<file path="config.mk">
export PLATFORM = sky130hd
export DESIGN_NAME = pe_seq_ctrl_flat
export DESIGN_NICKNAME = d
export VERILOG_FILES = /design/src/rtl/pe_seq_ctrl_pkg.sv /design/src/rtl/pe_seq_ctrl_if.sv /design/src/rtl/pe_seq_pipe.sv /design/src/rtl/pe_seq_ctrl.sv /design/src/flat_wrapper.sv
export SDC_FILE = /design/constraint.sdc
export NUM_CORES = 1
export LEC_CHECK = 0
export BUFFER_PORTS_ARGS = -buffer_cell sky130_fd_sc_hd__buf_2
export CAP_MARGIN = 20
export CELL_PAD_IN_SITES_DETAIL_PLACEMENT = 0
export CELL_PAD_IN_SITES_GLOBAL_PLACEMENT = 1
export CORE_MARGIN = 1.5
export CORE_UTILIZATION = 30
export DETAILED_ROUTE_END_ITERATION = 10
export PLACE_DENSITY = 0.68
export SETUP_SLACK_MARGIN = 0.1
export SYNTH_ARGS = -nofsm -noshare
export SYNTH_HDL_FRONTEND = slang
export SYNTH_SLANG_ARGS = --single-unit
</file>
<file path="constraint.sdc">
create_clock -name clk -period 5.9 [get_ports clk]
set_input_delay 0.885 -clock clk [delete_from_list [all_inputs] [get_ports clk]]
set_output_delay 0.885 -clock clk [all_outputs]
set_load 0.05 [all_outputs]
</file>
<file path="src/rtl/pe_seq_ctrl_pkg.sv">
// Shared definitions for the pe_seq_ctrl convolution PE sequencer.
package pe_seq_ctrl_pkg;

  localparam int unsigned KNL_SIZE   = 25;
  localparam int unsigned KNL_MAXNUM = 16;
  localparam int unsigned KNL_COL    = 5;

  // Issue-to-en_mac and issue-to-out_valid pipeline depths
  localparam int unsigned MAC_DLY = 2;
  localparam int unsigned OUT_DLY = 3;

  // Wide enough for a full kernel bank load (16 * 25 = 400 words)
  localparam int unsigned WCNT_W = 9;

  typedef enum logic [2:0] {
    ST_IDLE,
    ST_LD_KNL,
    ST_LD_IFMAP,
    ST_SWEEP,
    ST_DRAIN,
    ST_DONE
  } state_t;

  typedef struct packed {
    logic       valid;
    logic [3:0] chnl;
  } issue_t;

  function automatic logic [WCNT_W-1:0] knl_words(input logic [4:0] n);
    return WCNT_W'(n) * WCNT_W'(KNL_SIZE);
  endfunction

  function automatic logic num_knls_ok(input logic [4:0] n);
    return (n != 5'd0) && (n <= 5'(KNL_MAXNUM));
  endfunction

endpackage

</file>
<file path="src/rtl/pe_seq_ctrl_if.sv">
// Host/PE-side bundle of pe_seq_ctrl. Optional perf counters under PE_SEQ_CTRL_PERF_EN.
interface pe_seq_ctrl_if #(
  parameter int unsigned DIM_WIDTH = 8
) ();

  logic                 start;
  logic [4:0]           cfg_num_knls;
  logic                 cfg_ld_knl;
  logic                 cfg_first_chnl;
  logic [DIM_WIDTH-1:0] cfg_win_cols;
  logic [DIM_WIDTH-1:0] cfg_win_rows;
  logic                 in_valid;
  logic                 in_ready;
  logic                 en_ld_knl;
  logic                 en_ld_ifmap;
  logic [4:0]           num_knls;
  logic [3:0]           cnt_ofmap_chnl;
  logic                 en_mac;
  logic                 disable_acc;
  logic                 data_sel;
  logic                 psum_rd_req;
  logic [3:0]           psum_rd_chnl;
  logic                 out_valid;
  logic [3:0]           out_chnl;
  logic [DIM_WIDTH-1:0] out_win_col;
  logic [DIM_WIDTH-1:0] out_win_row;
  logic                 busy;
  logic                 done;
`ifdef PE_SEQ_CTRL_PERF_EN
  logic [31:0]          perf_stall_cnt;
  logic [31:0]          perf_mac_cnt;
`endif

  // Controller side
  modport master (
    input  start, cfg_num_knls, cfg_ld_knl, cfg_first_chnl, cfg_win_cols, cfg_win_rows, in_valid,
    output in_ready, en_ld_knl, en_ld_ifmap, num_knls, cnt_ofmap_chnl, en_mac, disable_acc,
           data_sel, psum_rd_req, psum_rd_chnl, out_valid, out_chnl, out_win_col, out_win_row,
           busy, done
`ifdef PE_SEQ_CTRL_PERF_EN
    , output perf_stall_cnt, perf_mac_cnt
`endif
  );

  // Host / PE side
  modport slave (
    output start, cfg_num_knls, cfg_ld_knl, cfg_first_chnl, cfg_win_cols, cfg_win_rows, in_valid,
    input  in_ready, en_ld_knl, en_ld_ifmap, num_knls, cnt_ofmap_chnl, en_mac, disable_acc,
           data_sel, psum_rd_req, psum_rd_chnl, out_valid, out_chnl, out_win_col, out_win_row,
           busy, done
`ifdef PE_SEQ_CTRL_PERF_EN
    , input perf_stall_cnt, perf_mac_cnt
`endif
  );

endinterface

</file>
<file path="src/rtl/pe_seq_pipe.sv">
// Channel-issue delay line: turns a SWEEP issue into en_mac/psum read and out_valid beats.
module pe_seq_pipe
  import pe_seq_ctrl_pkg::*;
(
  input  logic       clk,
  input  logic       srstn,
  input  logic       issue_valid,
  input  logic [3:0] issue_chnl,
  input  logic       disable_acc,
  output logic       en_mac,
  output logic       psum_rd_req,
  output logic [3:0] psum_rd_chnl,
  output logic       out_valid,
  output logic [3:0] out_chnl,
  output logic       data_sel
);

  issue_t stage [OUT_DLY];
  issue_t mac_s;
  issue_t out_s;

  // Shift the issued {valid, chnl} one stage per cycle
  always_ff @(posedge clk) begin
    if (!srstn) begin
      for (int unsigned i = 0; i < OUT_DLY; i++) stage[i] <= '0;
    end else begin
      stage[0] <= '{valid: issue_valid, chnl: issue_chnl};
      for (int unsigned i = 1; i < OUT_DLY; i++) stage[i] <= stage[i-1];
    end
  end

  assign mac_s = stage[MAC_DLY-1];
  assign out_s = stage[OUT_DLY-1];

  assign en_mac       = mac_s.valid;
  assign psum_rd_req  = mac_s.valid & ~disable_acc;
  assign psum_rd_chnl = mac_s.valid ? mac_s.chnl : '0;
  assign out_valid    = out_s.valid;
  assign out_chnl     = out_s.valid ? out_s.chnl : '0;
  assign data_sel     = out_s.valid & ~disable_acc;

endmodule

</file>
<file path="src/rtl/pe_seq_ctrl.sv">
// Convolution PE sequencer: kernel load, windowed ifmap loads, per-channel sweeps.
// Optional perf counters enabled by defining PE_SEQ_CTRL_PERF_EN.
module pe_seq_ctrl
  import pe_seq_ctrl_pkg::*;
#(
  parameter int unsigned DIM_WIDTH = 8
) (
  input  logic          clk,
  input  logic          srstn,
  pe_seq_ctrl_if.master bus
);

  state_t               state;
  state_t               state_nxt;
  logic [WCNT_W-1:0]    cnt;
  logic [WCNT_W-1:0]    load_len;
  logic [4:0]           num_knls_q;
  logic                 first_q;
  logic [DIM_WIDTH-1:0] cols_q;
  logic [DIM_WIDTH-1:0] rows_q;
  logic [DIM_WIDTH-1:0] col_q;
  logic [DIM_WIDTH-1:0] row_q;
  logic [3:0]           chnl_q;
  logic                 start_ok;
  logic                 loading;
  logic                 word_acc;
  logic                 load_last;
  logic                 sweep_last;
  logic                 drain_last;
  logic                 more_cols;
  logic                 more_rows;
  logic                 in_ready;
  logic                 en_ld_knl;
  logic                 en_ld_ifmap;
  logic                 done;
  logic                 en_mac;
  logic                 psum_rd_req;
  logic [3:0]           psum_rd_chnl;
  logic                 out_valid;
  logic [3:0]           out_chnl;
  logic                 data_sel;

  assign start_ok   = (state == ST_IDLE) && bus.start;
  assign loading    = (state == ST_LD_KNL) || (state == ST_LD_IFMAP);
  assign word_acc   = loading && bus.in_valid;
  assign load_len   = (state == ST_LD_KNL) ? knl_words(num_knls_q) :
                      (col_q == '0)        ? WCNT_W'(KNL_SIZE) : WCNT_W'(KNL_COL);
  assign load_last  = (cnt == load_len - WCNT_W'(1));
  assign sweep_last = ({1'b0, chnl_q} == num_knls_q - 5'd1);
  assign drain_last = (cnt == WCNT_W'(OUT_DLY - 1));
  assign more_cols  = (col_q < cols_q - DIM_WIDTH'(1));
  assign more_rows  = (row_q < rows_q - DIM_WIDTH'(1));

  // State register
  always_ff @(posedge clk) begin
    if (!srstn) state <= ST_IDLE;
    else        state <= state_nxt;
  end

  // Next-state and per-state load/handshake outputs
  always_comb begin
    state_nxt   = state;
    in_ready    = 1'b0;
    en_ld_knl   = 1'b0;
    en_ld_ifmap = 1'b0;
    done        = 1'b0;
    unique case (state)
      ST_IDLE: begin
        if (bus.start) begin
          if (!num_knls_ok(bus.cfg_num_knls)) state_nxt = ST_DONE;
          else if (bus.cfg_ld_knl)            state_nxt = ST_LD_KNL;
          else                                state_nxt = ST_LD_IFMAP;
        end
      end
      ST_LD_KNL: begin
        in_ready  = 1'b1;
        en_ld_knl = bus.in_valid;
        if (bus.in_valid && load_last) state_nxt = ST_LD_IFMAP;
      end
      ST_LD_IFMAP: begin
        in_ready    = 1'b1;
        en_ld_ifmap = bus.in_valid;
        if (bus.in_valid && load_last) state_nxt = ST_SWEEP;
      end
      ST_SWEEP: begin
        if (sweep_last) state_nxt = ST_DRAIN;
      end
      ST_DRAIN: begin
        if (drain_last) state_nxt = (more_cols || more_rows) ? ST_LD_IFMAP : ST_DONE;
      end
      ST_DONE: begin
        done      = 1'b1;
        state_nxt = ST_IDLE;
      end
      default: state_nxt = ST_IDLE;
    endcase
  end

  // Shared counter: accepted load words, then drain cycles
  always_ff @(posedge clk) begin
    if (!srstn)                  cnt <= '0;
    else if (word_acc)           cnt <= load_last ? '0 : cnt + WCNT_W'(1);
    else if (state == ST_DRAIN)  cnt <= drain_last ? '0 : cnt + WCNT_W'(1);
  end

  // Job configuration captured on an accepted start
  always_ff @(posedge clk) begin
    if (!srstn) begin
      num_knls_q <= '0;
      first_q    <= 1'b0;
      cols_q     <= '0;
      rows_q     <= '0;
    end else if (start_ok) begin
      num_knls_q <= bus.cfg_num_knls;
      first_q    <= bus.cfg_first_chnl;
      cols_q     <= bus.cfg_win_cols;
      rows_q     <= bus.cfg_win_rows;
    end
  end

  // Window position, advanced only when a drain completes
  always_ff @(posedge clk) begin
    if (!srstn || start_ok) begin
      col_q <= '0;
      row_q <= '0;
    end else if (state == ST_DRAIN && drain_last) begin
      if (more_cols) begin
        col_q <= col_q + DIM_WIDTH'(1);
      end else if (more_rows) begin
        col_q <= '0;
        row_q <= row_q + DIM_WIDTH'(1);
      end
    end
  end

  // Channel issue counter; holds its last value outside SWEEP
  always_ff @(posedge clk) begin
    if (!srstn)                                            chnl_q <= '0;
    else if (state == ST_LD_IFMAP && state_nxt == ST_SWEEP) chnl_q <= '0;
    else if (state == ST_SWEEP && !sweep_last)              chnl_q <= chnl_q + 4'd1;
  end

  pe_seq_pipe u_pipe (
    .clk          (clk),
    .srstn        (srstn),
    .issue_valid  (state == ST_SWEEP),
    .issue_chnl   (chnl_q),
    .disable_acc  (first_q),
    .en_mac       (en_mac),
    .psum_rd_req  (psum_rd_req),
    .psum_rd_chnl (psum_rd_chnl),
    .out_valid    (out_valid),
    .out_chnl     (out_chnl),
    .data_sel     (data_sel)
  );

  assign bus.in_ready       = in_ready;
  assign bus.en_ld_knl      = en_ld_knl;
  assign bus.en_ld_ifmap    = en_ld_ifmap;
  assign bus.num_knls       = num_knls_q;
  assign bus.cnt_ofmap_chnl = chnl_q;
  assign bus.en_mac         = en_mac;
  assign bus.disable_acc    = first_q;
  assign bus.data_sel       = data_sel;
  assign bus.psum_rd_req    = psum_rd_req;
  assign bus.psum_rd_chnl   = psum_rd_chnl;
  assign bus.out_valid      = out_valid;
  assign bus.out_chnl       = out_chnl;
  assign bus.out_win_col    = col_q;
  assign bus.out_win_row    = row_q;
  assign bus.busy           = (state != ST_IDLE);
  assign bus.done           = done;

`ifdef PE_SEQ_CTRL_PERF_EN
  logic [31:0] stall_cnt;
  logic [31:0] mac_cnt;

  // Load-stall and MAC-cycle counters, cleared per job
  always_ff @(posedge clk) begin
    if (!srstn || start_ok) begin
      stall_cnt <= '0;
      mac_cnt   <= '0;
    end else begin
      if (loading && !bus.in_valid) stall_cnt <= stall_cnt + 32'd1;
      if (en_mac)                   mac_cnt   <= mac_cnt + 32'd1;
    end
  end

  assign bus.perf_stall_cnt = stall_cnt;
  assign bus.perf_mac_cnt   = mac_cnt;
`endif

endmodule

</file>
<file path="src/flat_wrapper.sv">
// flat-port wrapper written by rule: the top's interface ports become plain ports
module pe_seq_ctrl_flat import pe_seq_ctrl_pkg::*;
#(
  parameter int unsigned DIM_WIDTH = 8
)
  (clk, srstn, bus_start, bus_cfg_num_knls, bus_cfg_ld_knl, bus_cfg_first_chnl, bus_cfg_win_cols, bus_cfg_win_rows, bus_in_valid, bus_in_ready, bus_en_ld_knl, bus_en_ld_ifmap, bus_num_knls, bus_cnt_ofmap_chnl, bus_en_mac, bus_disable_acc, bus_data_sel, bus_psum_rd_req, bus_psum_rd_chnl, bus_out_valid, bus_out_chnl, bus_out_win_col, bus_out_win_row, bus_busy, bus_done);
  pe_seq_ctrl_if #(.DIM_WIDTH(DIM_WIDTH)) bus_i ();
  input  logic clk;
  input  logic srstn;
  input wire logic [$bits(bus_i.start)-1:0] bus_start;
  input wire logic [$bits(bus_i.cfg_num_knls)-1:0] bus_cfg_num_knls;
  input wire logic [$bits(bus_i.cfg_ld_knl)-1:0] bus_cfg_ld_knl;
  input wire logic [$bits(bus_i.cfg_first_chnl)-1:0] bus_cfg_first_chnl;
  input wire logic [$bits(bus_i.cfg_win_cols)-1:0] bus_cfg_win_cols;
  input wire logic [$bits(bus_i.cfg_win_rows)-1:0] bus_cfg_win_rows;
  input wire logic [$bits(bus_i.in_valid)-1:0] bus_in_valid;
  output wire logic [$bits(bus_i.in_ready)-1:0] bus_in_ready;
  output wire logic [$bits(bus_i.en_ld_knl)-1:0] bus_en_ld_knl;
  output wire logic [$bits(bus_i.en_ld_ifmap)-1:0] bus_en_ld_ifmap;
  output wire logic [$bits(bus_i.num_knls)-1:0] bus_num_knls;
  output wire logic [$bits(bus_i.cnt_ofmap_chnl)-1:0] bus_cnt_ofmap_chnl;
  output wire logic [$bits(bus_i.en_mac)-1:0] bus_en_mac;
  output wire logic [$bits(bus_i.disable_acc)-1:0] bus_disable_acc;
  output wire logic [$bits(bus_i.data_sel)-1:0] bus_data_sel;
  output wire logic [$bits(bus_i.psum_rd_req)-1:0] bus_psum_rd_req;
  output wire logic [$bits(bus_i.psum_rd_chnl)-1:0] bus_psum_rd_chnl;
  output wire logic [$bits(bus_i.out_valid)-1:0] bus_out_valid;
  output wire logic [$bits(bus_i.out_chnl)-1:0] bus_out_chnl;
  output wire logic [$bits(bus_i.out_win_col)-1:0] bus_out_win_col;
  output wire logic [$bits(bus_i.out_win_row)-1:0] bus_out_win_row;
  output wire logic [$bits(bus_i.busy)-1:0] bus_busy;
  output wire logic [$bits(bus_i.done)-1:0] bus_done;
  assign bus_i.start = bus_start;
  assign bus_i.cfg_num_knls = bus_cfg_num_knls;
  assign bus_i.cfg_ld_knl = bus_cfg_ld_knl;
  assign bus_i.cfg_first_chnl = bus_cfg_first_chnl;
  assign bus_i.cfg_win_cols = bus_cfg_win_cols;
  assign bus_i.cfg_win_rows = bus_cfg_win_rows;
  assign bus_i.in_valid = bus_in_valid;
  assign bus_in_ready = bus_i.in_ready;
  assign bus_en_ld_knl = bus_i.en_ld_knl;
  assign bus_en_ld_ifmap = bus_i.en_ld_ifmap;
  assign bus_num_knls = bus_i.num_knls;
  assign bus_cnt_ofmap_chnl = bus_i.cnt_ofmap_chnl;
  assign bus_en_mac = bus_i.en_mac;
  assign bus_disable_acc = bus_i.disable_acc;
  assign bus_data_sel = bus_i.data_sel;
  assign bus_psum_rd_req = bus_i.psum_rd_req;
  assign bus_psum_rd_chnl = bus_i.psum_rd_chnl;
  assign bus_out_valid = bus_i.out_valid;
  assign bus_out_chnl = bus_i.out_chnl;
  assign bus_out_win_col = bus_i.out_win_col;
  assign bus_out_win_row = bus_i.out_win_row;
  assign bus_busy = bus_i.busy;
  assign bus_done = bus_i.done;
  pe_seq_ctrl #(.DIM_WIDTH(DIM_WIDTH)) u_core (.clk(clk), .srstn(srstn), .bus(bus_i));
endmodule
</file>
==> impl_metrics.csv, run 1 <==
group,metric,value,unit
detailed_routing,dr_wl_met3,485,µm
setup_path,critical_path.max_fanout,10,
clock_network,htree_levels,3,
sta,grt_setup_unrepaired,"false",
setup_path,critical-path-max-stage-delay,0.57,ns
synth,syn_area_per_cell,8.532,µm²
floorplan,die-area,15380,µm²
synth,netlist_area,4394,µm²
synth,synth.distinct_cells,61,
synth,synthFlopType,"dfxtp_1",
synth,seq_area_frac_synth,31.44,%
floorplan,core-area,14420,µm²
sta,hold_violations,0,
grt,grt_pass1_vias,3674,
hold_path,hold_path_class,"flip-flop to flip-flop",
sta,worst-slew-pin-transition,0.9171,ns
pwr,powerDensity,391.4,nW/µm²
detailed_routing,wirelength,10740,µm
synth,synthTopCellsByCount,"nand2_1, dfxtp_1, ha_1",
floorplan,start_util,30.46,%
detailed_routing,ant_nets,0,
pwr,peakVddDrop,0.1735,mV
floorplan,io_pins,70,
synth,ys.warnings.count,0,
detailed_routing,drt-initial-drc-count,307,
synth,synth.net_count,584,
synth,netlist.area_leader.share,31.44,%
layout,fillCellCount,1501,
sta,post-route-period-util,74.98,%
setup_path,arrival,4.65,ns
synth,synthCells,515,
detailed_routing,routed.top_layer,"met4",
setup_path,path_class,"flip-flop to flip-flop",
synth,synthTopCellsByArea,"dfxtp_1, ha_1, nand2_1",
synth,synth_edf_count,0,
layout,fin_area,5210,µm²
sta,slew_violations,0,
job,max_cap_violations,0,
clock_network,clkTransAtPathRegs,0.06,ns
sta,slew_headroom,38.86,%
clock_network,clock-sinks,69,
grt,grt.total_usage,14.58,%
clock_network,cts_buffers,9,
detailed_routing,drc_errors,0,
clock_network,clockRootBuffer,"clkbuf_16",
grt,antenna_found_initial,0,
synth,async_reset_ff_share,0,%
sta,final.setup.tns,0,ns
clock_network,post-cts-setup-buffer-count,0,
detailed_routing,avgViaCountPerCell,5.003,
setup_path,crit_top_cell,"ha_1",
clock_network,ctsHoldBuffers,0,
floorplan,rows,44,
sta,finalSetupViolCount,0,
placement,dp_hpwl,8276,µm
sta,skew,0.01154,ns
detailed_routing,wl_met2,5201,µm
layout,diodes,0,
synth,netlist.top_cell.by_area,"dfxtp_1",
sta,max_freq,0.2261,GHz
detailed_routing,wl_per_cell,14.05,µm
floorplan,dieWidth,124.0,µm
status,status,"completed",
detailed_routing,vias,3822,
grt,grt_max_degree,44,
layout,area_growth,18.57,%
setup_path,crit_path_top_delay_cell,"dfxtp_1",
clock_network,clk_latency,0.34,ns
placement,placed_area,4887,µm²
layout,drive_gt1_share,15.86,%
placement,port_buffers,69,
setup_path,path_cells,"inv_1 -> ha_1 -> ha_1 -> ha_1 -> fa_1 -> nor3_1 -> nand4_1 -> xnor2_2 -> or3b_1 -> a31o_1 -> o311ai_4 -> o21ai_1 -> a22o_1",
grt,grt-ovfl-total,0,
grt,grt_pass1_wl,17520,µm
clock_network,cts_tree,"done",
detailed_routing,wl_met1,4895,µm
setup_path,critPathBufInv,1,
pwr,cellLeakagePower,2.327,nW
setup_path,cp-start-kind,"flip-flop",
synth,ys_seq_elements,69,
setup_path,worstPathRequired,6.12,ns
setup_path,critPathCaptureType,"flip-flop",
detailed_routing,dr.pass1.iters,6,
synth,yosysMostFrequentCell,"nand2_1",
clock_network,cts_buffer_depth,2,
layout,final_nets,645,
clock_network,cts_resized,0,
placement,gp_congestion,0.8624,
setup_path,cp_top_family,"adder cells",
floorplan,dieHeight,124.0,µm
sta,period_minus_slack,4.424,ns
registers in the layout, summed over array words and instances, names as in the netlist:
signal                     cells
u_core.bus.num_knls            5
u_core.rows_q                  8
u_core.cols_q                  8
u_core.u_pipe.stage           15
u_core.bus.disable_acc         1
u_core.cnt                     9
u_core.bus.cnt_ofmap_chnl      4
u_core.state                   3
u_core.bus.out_win_row         8
u_core.bus.out_win_col         8
through the flow:
stage / worst slack, ns / cells / total power, mW / hold slack [ns] / util, %
floorplan: 1.604 / 515 / 1.285 / 0.4119 / -
global placement: 1.717 / 748 / 1.453 / 0.4167 / 33.85
detailed placement: 1.526 / 749 / 1.472 / 0.4218 / 33.88
CTS: 1.459 / 764 / 2.066 / 0.4301 / 36.12
global route: 1.085 / 764 / 2.189 / 0.4381 / 36.12
finish: 1.476 / 764 / 2.039 / 0.4269 / 36.12
cell usage in the layout (no fill, tap or decap), drive strengths merged, types with 4 or more instances in the layout:
cell type,Yosys,final
a21boi,19,19
a21oi,22,22
a31oi,4,4
and2,34,34
and3,11,11
buf,5,70
clkbuf,15,10
dfxtp,69,69
ha,41,41
inv,18,19
mux2i,9,9
nand2,78,78
nand2b,6,6
nand3,12,12
nand4,9,9
nor2,20,20
nor2b,12,12
nor3,9,9
nor3b,6,6
nor4,7,7
o21a,8,8
o21ai,13,13
o22ai,4,4
o31ai,4,4
or4,4,4
xnor2,30,30
xor2,7,7
worst paths after layout:
check,end,slack [ns],start,cells past startpoint
setup / recovery,u_core.cnt[7]$_SDFFE_PN0P_,1.48,u_core.bus.num_knls[0]$_SDFFE_PN0P_,13
hold / removal,u_core.u_pipe.stage[0][5]$_SDFF_PN0_,0.43,u_core.u_pipe.stage[0][0]$_SDFF_PN0_,1
setup reg to reg,u_core.cnt[7]$_SDFFE_PN0P_,1.48,u_core.bus.num_knls[0]$_SDFFE_PN0P_,13
hold reg to reg,u_core.u_pipe.stage[0][5]$_SDFF_PN0_,0.43,u_core.u_pipe.stage[0][0]$_SDFF_PN0_,1
cell families (layout without fill, tap and decap cells):
logic type | after synthesis | in the layout | share of synthesized area (%)
mux | 9 | 9 | 2.050
flops | 69 | 69 | 31.43
compound gates | 98 | 98 | 15.78
xor+xnor | 39 | 39 | 8.571
simple gates | 220 | 220 | 26.51
fa+ha+maj | 42 | 42 | 12.13
buf+inv | 38 | 103 | 3.531
report_power, final:
group          total, mW  internal (mW)  switching [mW]
clock network      0.585          0.380           0.205
logic              0.854          0.327           0.527
registers          0.599          0.516          0.0835
total               2.04           1.22           0.816
layout make-up:
class / instances / area, µm² / share of cell area [%]
Inverter: 18 / 67.56 / 1.297
Clock inverter: 5 / 83.83 / 1.609
Timing Repair Buffer: 70 / 350.3 / 6.724
Tap cell: 184 / 230.2 / 4.419
Clock buffer: 10 / 239.0 / 4.587
Sequential cell: 69 / 1381 / 26.51
Multi-Input combinational cell: 408 / 2858 / 54.85
layer usage:
layer	GRT usage [%]	vias to the layer above
li1	-	1934
met1	17.90	1808
met2	25.10	68
met3	3.068	12
met4	5.327	0
met5	0	-
Power figures use the tool's default switching activity.
==> run 2: changes to the inputs <==
--- a/config.mk
+++ b/config.mk
@@ -5,6 +5,7 @@
 export SDC_FILE = /design/constraint.sdc
 export NUM_CORES = 1
 export LEC_CHECK = 0
+export ABC_AREA = 1
 export BUFFER_PORTS_ARGS = -buffer_cell sky130_fd_sc_hd__buf_2
 export CAP_MARGIN = 20
 export CELL_PAD_IN_SITES_DETAIL_PLACEMENT = 0
@@ -12,7 +13,7 @@
 export CORE_MARGIN = 1.5
 export CORE_UTILIZATION = 30
 export DETAILED_ROUTE_END_ITERATION = 10
-export PLACE_DENSITY = 0.68
+export PLACE_DENSITY = 0.7
 export SETUP_SLACK_MARGIN = 0.1
 export SYNTH_ARGS = -nofsm -noshare
 export SYNTH_HDL_FRONTEND = slang
==> constraint.sdc (replaced) <==
create_clock -name clk -period 4.45 [get_ports clk]
set_input_delay 0.6675 -clock clk [delete_from_list [all_inputs] [get_ports clk]]
set_output_delay 0.6675 -clock clk [all_outputs]
set_load 0.05 [all_outputs]
==> run 2 against run 1 <==
Sequential share of layout area is 2.0 points lower. Utilization grew 0.65 points. Via count is 15% higher. Worst setup slack got worse by 0.41 ns. Clock-buffer cell count grew 1. Critical path type unchanged. Largest cell class unchanged.
==> impl_metrics.csv, run 2 <==
group,metric,value,unit
status,status,"completed",
setup_path,worstReg2RegEnd,"u_core.bus.cnt_ofmap_chnl[3]$_SDFFE_PP0P_",
synth,synth_edf_count,0,
placement,port_buffers,69,
pwr,p_int,1.403,mW
grt,grt-ovfl-total,0,
sta,skew,0.008623,ns
layout,multi_input_area,2836,µm²
clock_network,htree_levels,3,
pwr,switching_power,689.6,µW
sta,slew_headroom,50.75,%
setup_path,critical-path-max-stage-delay,0.58,ns
synth,yosysMostFrequentCell,"nand2_1",
setup_path,cp_top_family,"adder cells",
layout,area_growth,19.26,%
synth,synth.distinct_cells,34,
synth,ys_seq_elements,69,
layout,regArea,1381,µm²
clock_network,ctsHoldBuffers,0,
grt,grt_max_degree,36,
setup_path,r2r-start,"u_core.bus.num_knls[2]$_SDFFE_PN0P_",
layout,diodes,0,
floorplan,core-area,15310,µm²
pwr,cellLeakagePower,2.817,nW
sta,max_freq,0.2951,GHz
sta,hold_violations,0,
detailed_routing,avgViaCountPerCell,4.513,
floorplan,start_util,30.83,%
setup_path,critPathCaptureType,"flip-flop",
layout,final_nets,826,
floorplan,dieWidth,128.5,µm
synth,async_reset_ff_share,0,%
synth,netlist.area_leader.share,29.25,%
hold_path,hold_path_class,"flip-flop to flip-flop",
grt,grt.total_usage,15.57,%
setup_path,crit_top_cell,"nand2_1",
placement,gp_congestion,0.8415,
clock_network,cts_tree,"done",
synth,netlist.top_cell.by_area,"dfxtp_1",
detailed_routing,drt-initial-drc-count,199,
sta,final.setup.tns,0,ns
layout,fillCellCount,1741,
setup_path,critical_path.max_fanout,9,
clock_network,cts_resized,0,
clock_network,clk_latency,0.34,ns
synth,synthFlopType,"dfxtp_1",
pwr,combPwrFrac,27.1,%
synth,ys.warnings.count,0,
grt,grt_pass1_vias,4169,
pwr,clockPowerShare,40.3,%
clock_network,cts_buffer_depth,2,
hold_path,holdCritStartpoint,"u_core.u_pipe.stage[0][1]$_SDFF_PN0_",
pwr,sequentialPowerShare,32.7,%
setup_path,critPathBufInv,3,
placement,dp_hpwl,9456,µm
setup_path,crit_path_top_delay_cell,"fa_1",
pwr,power,2.093,mW
sta,period_minus_slack,3.388,ns
floorplan,die-area,16500,µm²
detailed_routing,wirelength,11930,µm
clock_network,post-cts-setup-buffer-count,0,
sta,grt_setup_unrepaired,"false",
layout,drive_gt1_share,15.22,%
setup_path,arrival,3.61,ns
synth,synthTopCellsByArea,"dfxtp_1, nand2_1, ha_1",
setup_path,reg2regPathDepth,17,
sta,worst-slew-pin-transition,0.7387,ns
pwr,peakVddDrop,0.2875,mV
synth,netlist_area,4722,µm²
layout,layout_common_cells,"nand2_1, inv_1, buf_2, dfxtp_1, nor2_1",
synth,synthTopCellsByCount,"nand2_1, inv_1, dfxtp_1",
grt,grt_pass1_wl,20300,µm
clock_network,clkTransAtPathRegs,0.06,ns
detailed_routing,vias,4391,
pwr,swShare,32.95,%
detailed_routing,dr.pass1.iters,4,
setup_path,path_class,"flip-flop to flip-flop",
setup_path,r2r_slack,1.06,ns
setup_path,path_cells,"clkinv_1 -> ha_1 -> ha_1 -> fa_1 -> inv_1 -> nor2_4 -> inv_2 -> nand3_1 -> nor2_1 -> nand2_1 -> nand3_1 -> nand2_1 -> nand2_1 -> nor2_1 -> nand3_1 -> nand2_1 -> nor2_1",
floorplan,io_pins,70,
clock_network,clock-sinks,69,
layout,top_register,"u_core.u_pipe.stage",
synth,synth.net_count,756,
hold_path,worstHoldEndpoint,"u_core.u_pipe.stage[0][6]$_SDFF_PN0_",
detailed_routing,ant_nets,0,
detailed_routing,drc_errors,0,
layout,largest_reg_flops,15,
job,max_cap_violations,0,
synth,syn_area_per_cell,6.873,µm²
layout,top_regs,"u_core.u_pipe.stage: 15 flops, u_core.cnt: 9 flops",
pwr,powerDensity,371.7,nW/µm²
floorplan,dieHeight,128.5,µm
grt,antenna_found_initial,0,
clock_network,clockRootBuffer,"clkbuf_16",
hold_path,worstHoldPathCells,2,
sta,post-route-period-util,76.14,%
clock_network,cts_buffers,9,
setup_path,worstPathRequired,4.68,ns
layout,final_common_cell,"nand2_1",
detailed_routing,wl_per_cell,12.26,µm
synth,seq_area_frac_synth,29.25,%
setup_path,cp-start-kind,"flip-flop",
floorplan,rows,45,
sta,slew_violations,0,
sta,finalSetupViolCount,0,
synth,synthCells,687,
==> run 2: worst max path at each step <==
stage / from / endpoint / slack, ns / depth (start not counted)
after global placement: u_core.bus.num_knls[0]$_SDFFE_PN0P_ / u_core.bus.cnt_ofmap_chnl[1]$_SDFFE_PP0P_ / 1.06 / 18
after detailed placement: u_core.bus.num_knls[0]$_SDFFE_PN0P_ / u_core.bus.cnt_ofmap_chnl[3]$_SDFFE_PP0P_ / 1.02 / 18
final: u_core.bus.num_knls[2]$_SDFFE_PN0P_ / u_core.bus.cnt_ofmap_chnl[3]$_SDFFE_PP0P_ / 1.06 / 17
after floorplan: u_core.bus.num_knls[2]$_SDFFE_PN0P_ / u_core.cnt[0]$_SDFFE_PN0P_ / 0.93 / 18
after global routing: u_core.bus.num_knls[2]$_SDFFE_PN0P_ / u_core.bus.cnt_ofmap_chnl[1]$_SDFFE_PP0P_ / 0.74 / 18
after CTS: u_core.bus.num_knls[0]$_SDFFE_PN0P_ / u_core.bus.cnt_ofmap_chnl[3]$_SDFFE_PP0P_ / 1.04 / 18
==> run 2: layout make-up <==
class | count | share of cell area (%)
well taps | 211 | 4.688
multi-input cells | 488 | 50.37
inverters | 119 | 7.932
flip-flops and latches | 69 | 24.53
clock buffers | 11 | 4.310
repair buffers | 70 | 6.265
clock inverters | 5 | 1.911
==> run 2: metrics by stage <==
stage	setup slack [ns]	hold slack, ns	utilization [%]	cells	instance area (µm²)
global route	0.7355	0.4265	36.77	973	5632
detailed placement	1.022	0.3960	34.49	957	5281
finish	1.062	0.4069	36.77	973	5632
global placement	1.061	0.3931	34.49	957	5281
CTS	1.040	0.4111	36.77	973	5632
floorplan	0.9270	0.3905	-	687	4722
==> run 2: worst min-delay path, cell delays in order (launching register included) <==
cell,delay (ns)
dfxtp_1,0.30
nand2_1,0.04
inv_1,0.04
==> run 2: kinds of logic (layout without fill, tap and decap cells) <==
logic type | count (synthesis) | after routing | share of synthesized area (%)
AOI/OAI and AO/OA | 87 | 87 | 9.406
adders and majority gates | 42 | 42 | 11.29
buffers and inverters | 130 | 205 | 10.68
and+or+nand+nor | 325 | 325 | 33.07
DFF | 69 | 69 | 29.25
xor gates and xnor gates | 34 | 34 | 6.306
==> run 2: power groups by stage <==
stage / logic [mW] / clock network (mW) / registers, mW
3_3_place_gp: 0.573 / 0 / 0.697
3_5_place_dp: 0.570 / 0 / 0.698
4_1_cts: 0.574 / 0.870 / 0.684
2_1_floorplan: 0.435 / 0 / 0.715
6_report: 0.566 / 0.843 / 0.683
5_1_grt: 0.649 / 0.891 / 0.689
==> run 2: per-layer routing <==
metal / global-route usage [%] / up-vias / part of all wire (%)
met5: 0 / - / 0
met3: 3.368 / 9 / 4.6
met2: 26.38 / 78 / 46
met4: 4.362 / 0 / 1.1
li1: - / 2340 / -
met1: 20.00 / 1964 / 48
==> run 3: changes to the inputs <==
==> constraint.sdc (replaced) <==
create_clock -name clk -period 3.35 [get_ports clk]
set_input_delay 0.5025 -clock clk [delete_from_list [all_inputs] [get_ports clk]]
set_output_delay 0.5025 -clock clk [all_outputs]
set_load 0.05 [all_outputs]
==> run 3 against run 2 <==
Register-to-register slack got worse by 0.74 ns. Routed wire length up 3.4%. Clock-buffer cell count stayed put. Fmax grew 12%. First-iteration DRC count decreased by 28%. Via count is 0.59% lower. Clock power is 15% higher. Critical endpoint is now u_core.cnt[4]$_SDFFE_PN0P_. Largest cell class unchanged. Highest routed layer unchanged.
==> impl_metrics.csv, run 3 (synthesized netlist as in run 2, its figures left out) <==
group,metric,value,unit
sta,grt_setup_unrepaired,"false",
detailed_routing,avgViaCountPerCell,4.459,
sta,whs,0.4059,ns
setup_path,critPathCaptureType,"flip-flop",
layout,diodes,0,
setup_path,worstPathRequired,3.56,ns
setup_path,arrival,3.24,ns
pwr,p_int,1.732,mW
sta,hold_violations,0,
sta,worst-slew-pin-transition,0.7612,ns
clock_network,clk_latency,0.34,ns
grt,grt_pass1_wl,20210,µm
layout,layout_common_cells,"nand2_1, inv_1, buf_2, dfxtp_1, nor2_1",
pwr,clockPowerShare,36.5,%
placement,gp_congestion,0.8383,
floorplan,dieHeight,128.5,µm
detailed_routing,wirelength,12340,µm
clock_network,cts_buffers,9,
clock_network,clkTransAtPathRegs,0.06,ns
setup_path,r2r-start,"u_core.bus.num_knls[1]$_SDFFE_PN0P_",
grt,grt-ovfl-total,0,
grt,antenna_found_initial,0,
sta,slew_violations,0,
layout,final_nets,832,
pwr,sequentialPowerShare,34.0,%
layout,fin_area,5672,µm²
layout,drive_gt1_share,17.45,%
placement,port_buffers,69,
clock_network,ctsHoldBuffers,0,
grt,grt_max_degree,38,
floorplan,io_pins,70,
detailed_routing,drc_errors,0,
detailed_routing,drt-initial-drc-count,144,
setup_path,r2r_slack,0.32,ns
hold_path,holdCritStartpoint,"bus_cfg_win_rows[2]",
detailed_routing,vias,4365,
layout,final_common_cell,"nand2_1",
floorplan,dieWidth,128.5,µm
pwr,powerDensity,469.9,nW/µm²
sta,period_minus_slack,3.032,ns
pwr,cellLeakagePower,2.818,nW
pwr,combPwrFrac,29.5,%
sta,max_freq,0.3298,GHz
grt,grt_pass1_vias,4035,
setup_path,endpoint,"u_core.cnt[4]$_SDFFE_PN0P_",
job,max_cap_violations,0,
status,status,"completed",
sta,final.setup.tns,0,ns
pwr,peakVddDrop,0.4173,mV
floorplan,die-area,16500,µm²
detailed_routing,wl_per_cell,12.60,µm
sta,skew,0.009486,ns
clock_network,cts_tree,"done",
hold_path,hold_path_class,"input pin to flip-flop",
setup_path,critPathLaunch,"u_core.bus.num_knls[1]$_SDFFE_PN0P_",
setup_path,cp-start-kind,"flip-flop",
sta,post-route-period-util,90.50,%
layout,largest_reg_flops,15,
layout,area_growth,20.11,%
setup_path,reg2regPathDepth,19,
clock_network,clockRootBuffer,"clkbuf_16",
layout,top_register,"u_core.u_pipe.stage",
placement,placed_area,5324,µm²
layout,top_regs,"u_core.u_pipe.stage: 15 flops, u_core.cnt: 9 flops",
grt,grt.total_usage,15.83,%
pwr,swShare,35.02,%
setup_path,critical_path.max_fanout,7,
sta,slew_headroom,49.26,%
setup_path,path_class,"flip-flop to flip-flop",
floorplan,rows,45,
clock_network,clock-sinks,69,
floorplan,core-area,15310,µm²
detailed_routing,dr.pass1.iters,4,
setup_path,worstReg2RegEnd,"u_core.cnt[4]$_SDFFE_PN0P_",
clock_network,cts_buffer_depth,2,
placement,dp_hpwl,9741,µm
floorplan,start_util,30.83,%
clock_network,htree_levels,3,
pwr,switching_power,933.4,µW
detailed_routing,ant_nets,0,
sta,finalSetupViolCount,0,
## run 3: changes by cell type in the layout (fill, tap and decap cells not counted), sizes merged
cell / change
bufinv: -2
buf: +6
clkinvlp: +3
clkinv: -1
## run 3: repair_timing
action	CTS	global route
hold endpoints to repair	0	0
endpoints found under the setup margin	0	15
gates resized for setup	0	10
buffers inserted	0	1
## run 3: metrics by stage
step | total power [mW] | std cells | setup WS (ns) | util, %
after CTS | 2.686 | 978 | 0.1460 | 36.73
after global routing | 2.856 | 979 | 0.07441 | 37.03
after global placement | 1.703 | 962 | 0.1910 | 34.76
after floorplan | 1.529 | 687 | 0.1309 | -
final | 2.665 | 979 | 0.3183 | 37.03
after detailed placement | 1.699 | 962 | 0.1600 | 34.76
## run 3: power by group through the flow
stage          combinational, mW  clock (mW)  sequential (mW)
2_1_floorplan              0.578           0            0.951
3_3_place_gp               0.780           0            0.923
3_5_place_dp               0.776           0            0.924
4_1_cts                    0.780        1.00            0.906
5_1_grt                    0.893        1.05            0.913
6_report                   0.787       0.972            0.906
## run 3: final cells by class
class                           count  area (µm²)
Tap cell                          211       264.0
Clock buffer                       11       242.7
Multi-Input combinational cell    488        2869
Clock inverter                      5       58.81
Fill cell                        1707        9643
Inverter                          119       451.7
Sequential cell                    69        1388
Timing Repair Buffer               76       397.9
## run 3: how the worst min path moves through the flow
stage | to | slack, ns | depth (start not counted)
2_1_floorplan | u_core.u_pipe.stage[0][5]$_SDFF_PN0_ | 0.39 | 2
6_report | u_core.rows_q[2]$_SDFFE_PN0P_ | 0.41 | 3
3_5_place_dp | u_core.u_pipe.stage[0][9]$_SDFF_PN0_ | 0.40 | 2
4_1_cts | u_core.rows_q[2]$_SDFFE_PN0P_ | 0.40 | 3
3_3_place_gp | u_core.u_pipe.stage[0][5]$_SDFF_PN0_ | 0.39 | 2
5_1_grt | u_core.rows_q[2]$_SDFFE_PN0P_ | 0.40 | 3
## run 3: metal layers
layer	global-route usage (%)	wire length [µm]	share of wire, %
met2	26.03	5686	46
met3	3.285	533	4.3
met4	4.693	65	0.53
met1	20.95	6053	49
met5	0	0	0
## run 3: worst max-delay path, stage by stage (launching register included)
cell	delay (ns)
dfxtp_4	0.37
clkinvlp_4	0.15
ha_4	0.31
ha_1	0.22
ha_2	0.21
fa_2	0.36
nor2_1	0.12
nor2_1	0.06
nand2_2	0.09
inv_2	0.06
nor2_4	0.09
inv_1	0.05
nor2_2	0.11
nand3_1	0.07
nand3_1	0.10
nand2_1	0.09
nor2_4	0.16
nand3_4	0.12
nand2_1	0.09
a21oi_1	0.05
